==> src/rtl/sha3_pkg.sv <==
// Shared SHA-3 constants, absorb-FSM state type and the pad10*1 word helper.
package sha3_pkg;
    localparam int unsigned STATE_SIZE   = 1600;
    localparam int unsigned Z_WIDTH      = 64;
    localparam logic [7:0]  DOMAIN_BYTE  = 8'h06;
    localparam logic [7:0]  PAD_END_BYTE = 8'h80;

    typedef enum logic [1:0] {
        FILL    = 2'd0,
        HOLD    = 2'd1,
        PADONLY = 2'd2
    } sha3_state_e;

    // Byte j is w[8j +: 8]; bytes at or above nbytes are zeroed before padding is ORed in.
    function automatic logic [0:Z_WIDTH-1] pad_word(
        input logic [0:Z_WIDTH-1] data,
        input logic [3:0]         nbytes,
        input logic               put_domain,
        input logic               put_end
    );
        logic [0:Z_WIDTH-1] w;
        for (int j = 0; j < 8; j++) begin
            w[8*j +: 8] = (j < int'(nbytes)) ? data[8*j +: 8] : 8'h00;
            if (put_domain && j == int'(nbytes)) w[8*j +: 8] = w[8*j +: 8] | DOMAIN_BYTE;
            if (put_end && j == 7) w[8*j +: 8] = w[8*j +: 8] | PAD_END_BYTE;
        end
        return w;
    endfunction
endpackage

==> src/rtl/sha3_block_buffer.sv <==
// NW x 64-bit rate-block register file; per-slot writes win over the synchronous clear.
module sha3_block_buffer import sha3_pkg::*; #(
    parameter int unsigned NW = 18
) (
    input  logic                    CLK,
    input  logic                    CLR,
    input  logic [NW-1:0]           WR_EN,
    input  logic [0:NW*Z_WIDTH-1]   WR_DATA,
    output logic [0:NW*Z_WIDTH-1]   RD_DATA
);
    logic [0:NW*Z_WIDTH-1] mem;

    always_ff @(posedge CLK) begin
        for (int s = 0; s < int'(NW); s++) begin
            if (WR_EN[s]) begin
                mem[Z_WIDTH*s +: Z_WIDTH] <= WR_DATA[Z_WIDTH*s +: Z_WIDTH];
            end else if (CLR) begin
                mem[Z_WIDTH*s +: Z_WIDTH] <= '0;
            end
        end
    end

    assign RD_DATA = mem;
endmodule

==> src/rtl/sha3_padder.sv <==
// SHA-3 absorb front end: packs 64-bit message words into rate blocks and applies pad10*1.
module sha3_padder import sha3_pkg::*; #(
    parameter int unsigned R_BLOCK_SIZE = 1152
) (
    input  logic                    CLK,
    input  logic                    RST,
    input  logic [0:63]             IN_DATA,
    input  logic                    IN_VALID,
    input  logic                    IN_LAST,
    input  logic [3:0]              IN_BYTES,
    output logic                    IN_READY,
    output logic [0:R_BLOCK_SIZE-1] BLOCK,
    output logic                    BLOCK_VALID,
    output logic                    BLOCK_LAST,
    input  logic                    BLOCK_READY
);
    localparam int unsigned NW = R_BLOCK_SIZE / Z_WIDTH;
    localparam int unsigned CW = $clog2(NW);
    localparam logic [CW-1:0] WCNT_MAX = CW'(NW - 1);

    sha3_state_e state_q, state_d;
    logic [CW-1:0] wcnt_q, wcnt_d;
    logic pad_q, pad_d;
    logic last_q, last_d;

    logic buf_clr;
    logic [NW-1:0] wr_en;
    logic [0:R_BLOCK_SIZE-1] wr_data;
    logic [3:0] nb_eff;
    logic full_last;

    assign nb_eff    = (IN_BYTES > 4'd8) ? 4'd8 : IN_BYTES;
    assign full_last = (nb_eff == 4'd8);

    always_comb begin
        state_d = state_q;
        wcnt_d  = wcnt_q;
        pad_d   = pad_q;
        last_d  = last_q;
        buf_clr = 1'b0;
        wr_en   = '0;
        wr_data = '0;
        case (state_q)
            FILL: begin
                if (IN_VALID) begin
                    // Slots after the last word are rewritten too, so the end byte lands in slot NW-1.
                    for (int s = 0; s < int'(NW); s++) begin
                        if (s == int'(wcnt_q)) begin
                            wr_en[s] = 1'b1;
                            wr_data[Z_WIDTH*s +: Z_WIDTH] = IN_LAST ?
                                pad_word(IN_DATA, nb_eff, !full_last,
                                         !full_last && s == int'(NW) - 1) : IN_DATA;
                        end else if (IN_LAST && s > int'(wcnt_q)) begin
                            wr_en[s] = 1'b1;
                            wr_data[Z_WIDTH*s +: Z_WIDTH] =
                                pad_word('0, 4'd0, full_last && s == int'(wcnt_q) + 1,
                                         s == int'(NW) - 1);
                        end
                    end
                    if (IN_LAST) begin
                        state_d = HOLD;
                        wcnt_d  = '0;
                        pad_d   = full_last && (wcnt_q == WCNT_MAX);
                        last_d  = !(full_last && (wcnt_q == WCNT_MAX));
                    end else if (wcnt_q == WCNT_MAX) begin
                        state_d = HOLD;
                        wcnt_d  = '0;
                        last_d  = 1'b0;
                    end else begin
                        wcnt_d = wcnt_q + 1'b1;
                    end
                end
            end
            HOLD, PADONLY: begin
                if (BLOCK_READY) begin
                    buf_clr = 1'b1;
                    wcnt_d  = '0;
                    if (pad_q) begin
                        state_d    = PADONLY;
                        pad_d      = 1'b0;
                        last_d     = 1'b1;
                        wr_en[0]   = 1'b1;
                        wr_en[NW-1] = 1'b1;
                        wr_data[0 +: Z_WIDTH] = pad_word('0, 4'd0, 1'b1, 1'b0);
                        wr_data[Z_WIDTH*(NW-1) +: Z_WIDTH] = pad_word('0, 4'd0, 1'b0, 1'b1);
                    end else begin
                        state_d = FILL;
                        last_d  = 1'b0;
                    end
                end
            end
            default: state_d = FILL;
        endcase
        if (RST) begin
            buf_clr = 1'b1;
            wr_en   = '0;
        end
    end

    always_ff @(posedge CLK) begin
        if (RST) begin
            state_q <= FILL;
            wcnt_q  <= '0;
            pad_q   <= 1'b0;
            last_q  <= 1'b0;
        end else begin
            state_q <= state_d;
            wcnt_q  <= wcnt_d;
            pad_q   <= pad_d;
            last_q  <= last_d;
        end
    end

    sha3_block_buffer #(
        .NW(NW)
    ) u_buf (
        .CLK     (CLK),
        .CLR     (buf_clr),
        .WR_EN   (wr_en),
        .WR_DATA (wr_data),
        .RD_DATA (BLOCK)
    );

    assign IN_READY    = !RST && (state_q == FILL);
    assign BLOCK_VALID = !RST && (state_q != FILL);
    assign BLOCK_LAST  = !RST && last_q;
endmodule

==> config.mk <==
export PLATFORM = sky130hd
export DESIGN_NAME = sha3_padder
export DESIGN_NICKNAME = d
export VERILOG_FILES = /design/src/rtl/sha3_pkg.sv /design/src/rtl/sha3_block_buffer.sv /design/src/rtl/sha3_padder.sv
export SDC_FILE = /design/constraint.sdc
export NUM_CORES = 1
export LEC_CHECK = 0
export BUFFER_PORTS_ARGS = -buffer_cell sky130_fd_sc_hd__buf_2
export CAP_MARGIN = 20
export CORE_AREA = 2 2 473 475
export CTS_CLUSTER_DIAMETER = 100
export DETAILED_ROUTE_END_ITERATION = 16
export DIE_AREA = 0 0 475 477
export GPL_ROUTABILITY_DRIVEN = 0
export GPL_TIMING_DRIVEN = 0
export SLEW_MARGIN = 20
export SYNTH_ARGS = -nofsm -noshare
export SYNTH_HDL_FRONTEND = slang
export SYNTH_SLANG_ARGS = --single-unit
export TNS_END_PERCENT = 50
==> constraint.sdc <==
create_clock -name CLK -period 16.1 [get_ports CLK]
set_input_delay 0.805 -clock CLK [delete_from_list [all_inputs] [get_ports CLK]]
set_output_delay 0.805 -clock CLK [all_outputs]
set_load 0.01 [all_outputs]
# Yosys cells after proc, flatten, opt, wreduce, memory -nomap -nowiden
# Index checks and enable logic that the tools add are counted.
# totals
regBits,1161
inputBits,73
word_cells,340
# classes
n_addsub,2
n_lt_le_gt_ge,26
n_eq_ne,49
mux,164
n_reduce_logical,77
# op_table
operator,n
64-bit two-way mux,40
1152-bit two-way mux,1
59-bit two-way mux,18
1024-bit two-way mux,1
"5-bit by 32-bit == test with 1-bit output, first input constant",8
64-bit one-hot mux with 2 select lines,2
"4-bit by 32-bit == test with 1-bit output, first input constant",4
8-bit two-way mux,11
3-bit two-way mux,25
"3-bit by 32-bit == test with 1-bit output, first input constant",2
"5-bit == test, first input constant",10
1-bit two-way mux,47
1-bit logical AND,46
"4-bit by 5-bit > comparator with 1-bit output, first input constant",8
2-bit nonzero test,20
18-bit two-way mux,2
"2-bit by 32-bit == test with 1-bit output, first input constant",1
"6-bit by 32-bit == test with 1-bit output, first input constant",1
"4-bit by 5-bit == test with 1-bit output, first input constant",4
"3-bit by 5-bit > comparator with 1-bit output, first input constant",4
5-bit two-way mux,4
"4-bit == test, first input constant",4
"3-bit by 4-bit < comparator with 1-bit output, first input constant",4
16-bit two-way mux,1
other kinds (31),50

# Depth between registers and ports, before layout
# Gate-level depths: netlist (run 1).
# logic_depth
depth_word,12
mapped_depth,10
mapped_depth_nobuf,7

# Modules after synthesis
# A second synthesis (run 1) with hierarchy kept.
# unflattened
cells_unflattened,4139
hier_area_um2,50676.1
# by_module_without_submodules
mod,n_inst,cells_each,area_each_um2,seq_area_each_um2
sha3_block_buffer,1,2449,43230.2,34593.2
sha3_padder,1,1690,7445.9,180.2

# Worst setup path before layout (run 1)
# Ideal clock, no wire load.
# synth_timing
path_type,input to register
start,input RST
end,"register u_buf.mem (netlist bit u_buf.RD_DATA[100]), enable pin"
setup_time_ns,0.574
arrival_ns,6.172
t_required_ns,15.526
setup_slack_ns,9.353
stages,5
n_path_buf,2
cell_sequence,clkbuf_1 and3b_1 clkbuf_1 nand2_1 o21ai_0
# synth_between
elab_chain_len,2
# synth_lines
element,line,rtl
"start, declared",sha3_padder.sv:6,"input logic RST,"
1-bit two-way mux or 18-bit two-way mux (tied branches),sha3_padder.sv:94,if (RST) begin
2-bit nonzero test (no line) (*),--,
"end signal, assigned by index",sha3_block_buffer.sv:16,mem[Z_WIDTH*s +: Z_WIDTH] <= WR_DATA[Z_WIDTH*s +: Z_WIDTH];
"end, declared",sha3_block_buffer.sv:11,logic [0:NW*Z_WIDTH-1] mem;
# Mark *: on every way between the ends. The rest lies on a longest branch, timed or not.
# A chain may end at the register's enable or synchronous reset.

# Worst setup path after layout (run 1)
# layout_timing
start,register wcnt_q[0]
end,"register u_buf.mem (netlist bit u_buf.RD_DATA[317]), enable pin"
# layout_between
elab_chain_len,8
# layout_lines
element,line,rtl
"start, declared",sha3_padder.sv:22,"logic [CW-1:0] wcnt_q, wcnt_d;"
"start signal, assigned",sha3_padder.sv:108,wcnt_q <= wcnt_d;
3-bit by 5-bit > comparator with 1-bit output,sha3_padder.sv:53,end else if (IN_LAST && s > int'(wcnt_q)) begin
1-bit logical AND,sha3_padder.sv:53,
1-bit two-way mux,sha3_padder.sv:53,
1-bit two-way mux (*),sha3_padder.sv:48,if (s == int'(wcnt_q)) begin
18-bit two-way mux (*),sha3_padder.sv:45,if (IN_VALID) begin
16-bit two-way mux (*),sha3_padder.sv:43,case (state_q)
18-bit two-way mux (*),sha3_padder.sv:94,
2-bit nonzero test (no line) (*),--,
# Marks and branches as above.

==> flow_metrics.tcl, run 1 <==
set metrics [dict create \
    status "completed" \
    critPathKind "reg -> reg" \
    async_reset_ff_frac 0 \
    drc_errors 0 \
    ant_nets 0 \
    synth_top_flop_cell "edfxtp_1" \
    drt_iter0_drc 3846 \
    ioPinCount 1228 \
    syn_area_sq_um 41900 \
    syn-num-nets 2916 \
    ys_types 58 \
    finalSetupViolations 0 \
    core_area_sq_um 221000 \
    start_kind "flip-flop" \
    hold_viol_final 0 \
    std_cell_rows 173 \
    num_vias 31100 \
    dieWidth_um 475 \
    synth-seq-cells 1161 \
    period_share 0.265 \
    timing.setup.tns_ns 0 \
    power.density_nw_per_um2 131 \
    cts_tree "done" \
    synth-edff-count 1152 \
    totalWireLength_um 220000 \
    htreeDepth 4 \
    whs_path_depth 2 \
    grt_pass1_vias 30300 \
    grt_max_degree 46 \
    yosys_warnings 0 \
    worstMarginPinSlew_ns 1.20 \
    post_cts_resized 0 \
    cts_root_buf "clkbuf_16" \
    min_period_ns 4.27 \
    hpwl_um 167000 \
    crit_required_ns 16.55 \
    leakagePower_uw 0.0241 \
    wl_per_cell_um 29.9 \
    overflow 0 \
    synth.yosys.seq_area_share 0.830 \
    vdd_ir_drop_max_uv 103 \
    p_total_uw 7590 \
    antenna_found_initial 33 \
    slew_violations 0 \
    grt_pass1_wl_um 281000 \
    die_area_sq_um 227000 \
    dp.cells 7103 \
    fin_nets 4344 \
    die_y_um 477 \
    syn_inst 2835 \
    critPathSlowestCell "buf_2" \
    stdcell_count 7348 \
    critPathArrivalTime_ns 4.72 \
    gr-usage-all-layers 0.188 \
    maxCapViolCount 0 \
    clk-insertion-delay-late_ns 0.78 \
    dr.pass1.iters 7 \
    slowest_delay_ns 0.75 \
    cts_buffers 133 \
    avgSynthCellArea_sq_um 14.8 \
    crit_chain "buf_2, inv_1, ha_1, clkbuf_1, nand3_1, buf_2, clkbuf_1, nand2_4, buf_16" \
    hold_buffers 0 \
    area_growth_pct 38.4 \
    min_path_type "reg -> reg" \
    critPathMaxFanout 45 \
    cp-end-kind "flip-flop" \
    initial_core_util 0.189 \
    r2r_cells 9 \
    post-route-util 0.262 \
    path_clk_slew_ns 0.06 \
    portBuffers 1224 \
    post_cts_buffers 0 \
    rsz0062_at_grt "no" \
    slew_headroom 0.199 \
    drive_above_1_share 0.381 \
    via_per_inst 4.23 \
    skew_ns 0.0293 \
    clockBufferDepth 3 \
    clock.fmax_mhz 234 \
    clock-sinks 1161 \
]
## area by class of cell
type	count	area [sq um]
inverter	8	30.0
clock inverter	71	764
fill	23000	163000
tap	2975	3720
multi-input combinational	1456	6430
antenna	15	37.5
clock buffer	159	3470
buffer	210	985
sequential	1161	34800
timing repair buffer	1293	7770
## final timing paths
path                                         startpoint                                to  slack (ns)
worst max register to register   wcnt_q[0]$_SDFFE_PP0P_  u_buf.RD_DATA[317]$_SDFFCE_PN0P_       11.83
worst min-delay path            state_q[1]$_SDFFE_PP0P_           state_q[1]$_SDFFE_PP0P_        0.49
worst min register to register  state_q[1]$_SDFFE_PP0P_           state_q[1]$_SDFFE_PP0P_        0.49
worst max-delay path             wcnt_q[0]$_SDFFE_PP0P_  u_buf.RD_DATA[317]$_SDFFCE_PN0P_       11.83
## synth_stat cells (8+ instances only)
cell type	instances	share of area
edfxtp_1	1152	0.83
nor2_1	1147	0.10
clkbuf_1	118	0.011
nand2_1	88	0.0079
buf_2	69	0.0082
o21ai_0	36	0.0043
a21oi_1	28	0.0033
nand3_1	19	0.0023
buf_4	12	0.0021
o22ai_1	10	0.0015
dfxtp_1	9	0.0043
ha_1	8	0.0024
inv_1	8	0.00072
nor2b_1	8	0.0012
## cell families (layout without fill, tap and decap cells)
logic type,Yosys count,in the layout,synth area share
AOI/OAI and AO/OA,121,121,0.0189
DFF,1161,1161,0.830
other,0,15,0
xor gates and xnor gates,1,1,0.000209
buffers and inverters,218,1741,0.0237
and+or+nand+nor,1326,1326,0.125
adders and majority gates,8,8,0.00239
## flip-flops by register name (all words and copies together) (netlist names)
signal / flops
state_q: 2
wcnt_q: 5
last_q: 1
u_buf.RD_DATA: 1152
pad_q: 1
## worst max-delay path: cells and delay by family (launching register included)
| family | cells | cell delay (ns) |
|---|---|---|
| adder cells (fa/ha/maj) | 1 | 0.26 |
| buffers and inverters | 6 | 2.36 |
| flip-flops | 1 | 0.46 |
| AND/OR/NAND/NOR | 2 | 0.73 |
## layer usage
metal	up-vias	track usage	wire length, um
li1	12800	-	-
met1	15500	0.218	80500
met2	2416	0.300	101000
met3	435	0.0687	25600
met4	6	0.102	13000
met5	-	0	44
## layout by cell type, fill, tap and decap left out, drive strengths merged, types with 3 or more instances in the layout
cell type and count:
nand3b 3, o21ai 49, a21oi 28, nand2 101
o211ai 3, or2 3, ha 8, o22ai 10
a22oi 4, nand4 6, buf 1385, diode 15
nand3 19, and2 5, clkbuf 277, inv 18
nand2b 6, clkinvlp 5, nor3 7, and3 4
or3 7, bufinv 7, edfxtp 1152, dfxtp 9
a21o 6, o32ai 4, nor2b 8, clkinv 49
nor2 1149
## metrics by stage
stage	setup WS, ns	cell area, sq um	hold slack [ns]
floorplan	9.35	41900	0.449
global placement	2.67	51800	0.473
detailed placement	11.49	53700	0.481
CTS	11.85	57900	0.364
global route	11.74	58000	0.406
finish	11.83	58000	0.492
## power breakdown
group | internal, uW | total [uW] | switching, uW
logic | 252 | 929 | 676
registers | 3580 | 3650 | 69.3
clock network | 1670 | 3010 | 1330
(Power assumes the default switching activity.)
==> inputs of run 2 (changes only) <==
--- a/config.mk
+++ b/config.mk
@@ -5,6 +5,7 @@
 export SDC_FILE = /design/constraint.sdc
 export NUM_CORES = 1
 export LEC_CHECK = 0
+export ABC_AREA = 1
 export BUFFER_PORTS_ARGS = -buffer_cell sky130_fd_sc_hd__buf_2
 export CAP_MARGIN = 20
 export CORE_AREA = 2 2 473 475
==> constraint.sdc (replaced) <==
create_clock -name CLK -period 4.3 [get_ports CLK]
set_input_delay 0.215 -clock CLK [delete_from_list [all_inputs] [get_ports CLK]]
set_output_delay 0.215 -clock CLK [all_outputs]
set_load 0.01 [all_outputs]
==> flow_metrics.tcl, run 2 <==
set metrics [dict create \
    final_common_cell "buf_2" \
    ys_types 33 \
    synth_top_area_share 0.825 \
    p_clk_frac 0.392 \
    synth_top_family_by_area "simple AND/OR/NAND/NOR gates" \
    hold_start "IN_DATA[23]" \
    clockBufferDepth 3 \
    clk-insertion-delay-late_ns 0.79 \
    cts_tree "done" \
    via_per_inst 4.25 \
    synth_area_leaders "edfxtp_1 82%, nor2_1 10%, nand2_1 1.3%" \
    synth_xor_area_frac 0.000209 \
    crit_start "wcnt_q[0]$_SDFFE_PP0P_" \
    synth.most_common_cell "edfxtp_1" \
    swShare 0.280 \
    cts_buffers 132 \
    dr.pass1.iters 8 \
    hpwl_um 176000 \
    synth_top_flop_cell "edfxtp_1" \
    synth-seq-cells 1161 \
    finalSetupViolations 0 \
    clock.fmax_mhz 254 \
    htreeDepth 4 \
    cts_root_buf "clkbuf_16" \
    portBuffers 1226 \
    crit_required_ns 4.79 \
    drive_above_1_share 0.374 \
    slew_violations 0 \
    power.density_nw_per_um2 490 \
    slew_headroom 0.221 \
    antenna_found_initial 40 \
    layout_common_cells "1286 x buf_2, 1152 x edfxtp_1, 1143 x nor2_1" \
    synth.yosys.seq_area_share 0.829 \
    comb_power_share 0.128 \
    timing.setup.tns_ns 0 \
    syn-num-nets 2986 \
    gr-usage-all-layers 0.195 \
    core_area_sq_um 221000 \
    vdd_ir_drop_max_uv 354 \
    grt_pass1_vias 30700 \
    hold_viol_final 0 \
    die_y_um 477 \
    area_growth_pct 39.0 \
    clock-sinks 1161 \
    min_path_type "in -> reg" \
    overflow 0 \
    p_sw_uw 8000 \
    fin_nets 4456 \
    synthMuxAreaShare 0 \
    start_kind "flip-flop" \
    yosys-top-cells-count "1152 x edfxtp_1, 1144 x nor2_1, 145 x nand2_1, 112 x clkbuf_1, 76 x inv_1" \
    critPathArrivalTime_ns 4.42 \
    status "completed" \
    wl_per_cell_um 30.5 \
    maxCapViolCount 0 \
    min_period_ns 3.93 \
    critPathMaxFanout 11 \
    yosys_warnings 0 \
    internal_power_uw 20600 \
    regToRegStartpoint "wcnt_q[0]$_SDFFE_PP0P_" \
    avgSynthCellArea_sq_um 14.4 \
    num_vias 31800 \
    rsz0062_at_grt "no" \
    synth-edff-count 1152 \
    drt_iter0_drc 4198 \
    synth_fa_ha_area_frac 0.00239 \
    grt_max_degree 41 \
    cp-end-kind "flip-flop" \
    synth_area_leader_cell "edfxtp_1" \
    synth-simple-area-share 0.130 \
    die_area_sq_um 227000 \
    ant_nets 0 \
    critPathKind "reg -> reg" \
    syn_inst 2905 \
    p_seq_frac 0.480 \
    grt_pass1_wl_um 289000 \
    std_cell_rows 173 \
    totalWireLength_um 228000 \
    path_clk_slew_ns 0.06 \
    post-route-util 0.263 \
    syn_area_sq_um 42000 \
    synth-compound-area-share 0.00990 \
    drc_errors 0 \
    largest_register_ffs 1152 \
    initial_core_util 0.189 \
    ioPinCount 1228 \
    leakagePower_uw 0.0246 \
    period_share 0.914 \
    skew_ns 0.0511 \
    async_reset_ff_frac 0 \
    worstMarginPinSlew_ns 1.17 \
    dieWidth_um 475 \
]
[run 2: final cells by class]
| type | count | area [sq um] |
|---|---|---|
| fillers | 23000 | 163000 |
| flip-flops and latches | 1161 | 34800 |
| repair buffers | 1336 | 8090 |
| multi-input cells | 1466 | 6190 |
| well taps | 2975 | 3720 |
| clock buffers | 158 | 3420 |
| plain buffers | 189 | 892 |
| clock inverters | 77 | 832 |
| inverters | 89 | 334 |
| diodes | 23 | 57.6 |
[run 2: metrics by stage]
stage,power (uW),hold slack [ns],area (sq um),setup slack (ns),cells
2_1_floorplan,15200,0.455,42000,0.482,2905
3_3_place_gp,17400,0.475,51800,-5.49,7106
3_5_place_dp,17600,0.485,53700,0.207,7183
4_1_cts,28700,0.00163,58300,0.184,7451
5_1_grt,29300,0.0319,58300,0.133,7458
6_report,28600,0.0545,58300,0.370,7474
[run 2: worst max-delay path, stage by stage (launching register included)]
cell and delay, ns:
dfxtp_1 0.40, clkbuf_1 0.32, inv_1 0.18, ha_1 0.25, inv_1 0.10, nor2_1 0.07
nand3_1 0.22, clkbuf_2 0.41, buf_12 0.22, nand3b_1 0.51, buf_8 0.39, buf_8 0.16
buf_16 0.17, buf_6 0.18
[run 2: final timing paths]
kind,end,slack [ns],cells after the start
worst max-delay path,u_buf.RD_DATA[905]$_SDFFCE_PN0P_,0.37,13
worst min-delay path,u_buf.RD_DATA[1111]$_SDFFCE_PN0P_,0.05,3
worst min register to register,pad_q$_SDFFE_PP0P_,0.50,2
worst max register to register,u_buf.RD_DATA[905]$_SDFFCE_PN0P_,0.37,13
[run 2: what timing repair did]
action / CTS / global route
hold buffers: 33 / 0
endpoints found under the hold margin: 157 / 0
setup buffers: 0 / 0
resized for setup: 0 / 0
[run 2: per-layer routing]
layer  vias up  global-route usage  share of wire
met1     15800               0.229           0.37
met5         -                   0        0.00019
met3       448              0.0732           0.12
met4         8               0.100          0.052
met2      2629               0.309           0.46
li1      12900                   -              -
[run 2: logic make-up (layout without fill, tap and decap cells)]
group                      Yosys count  count (layout)
and+or+nand+nor                   1383            1383
DFF                               1161            1161
buffers and inverters              278            1849
AOI/OAI and AO/OA                   74              74
adders and majority gates            8               8
xor gates and xnor gates             1               1
other                                0              23
[run 2: power groups by stage]
stage / Combinational (uW) / Clock [uW] / Sequential [uW]
finish: 3660 / 11200 / 13700
global route: 3800 / 11700 / 13800
CTS: 3680 / 11300 / 13700
detailed placement: 3650 / 0 / 13900
global placement: 3320 / 0 / 14100
floorplan: 686 / 0 / 14500
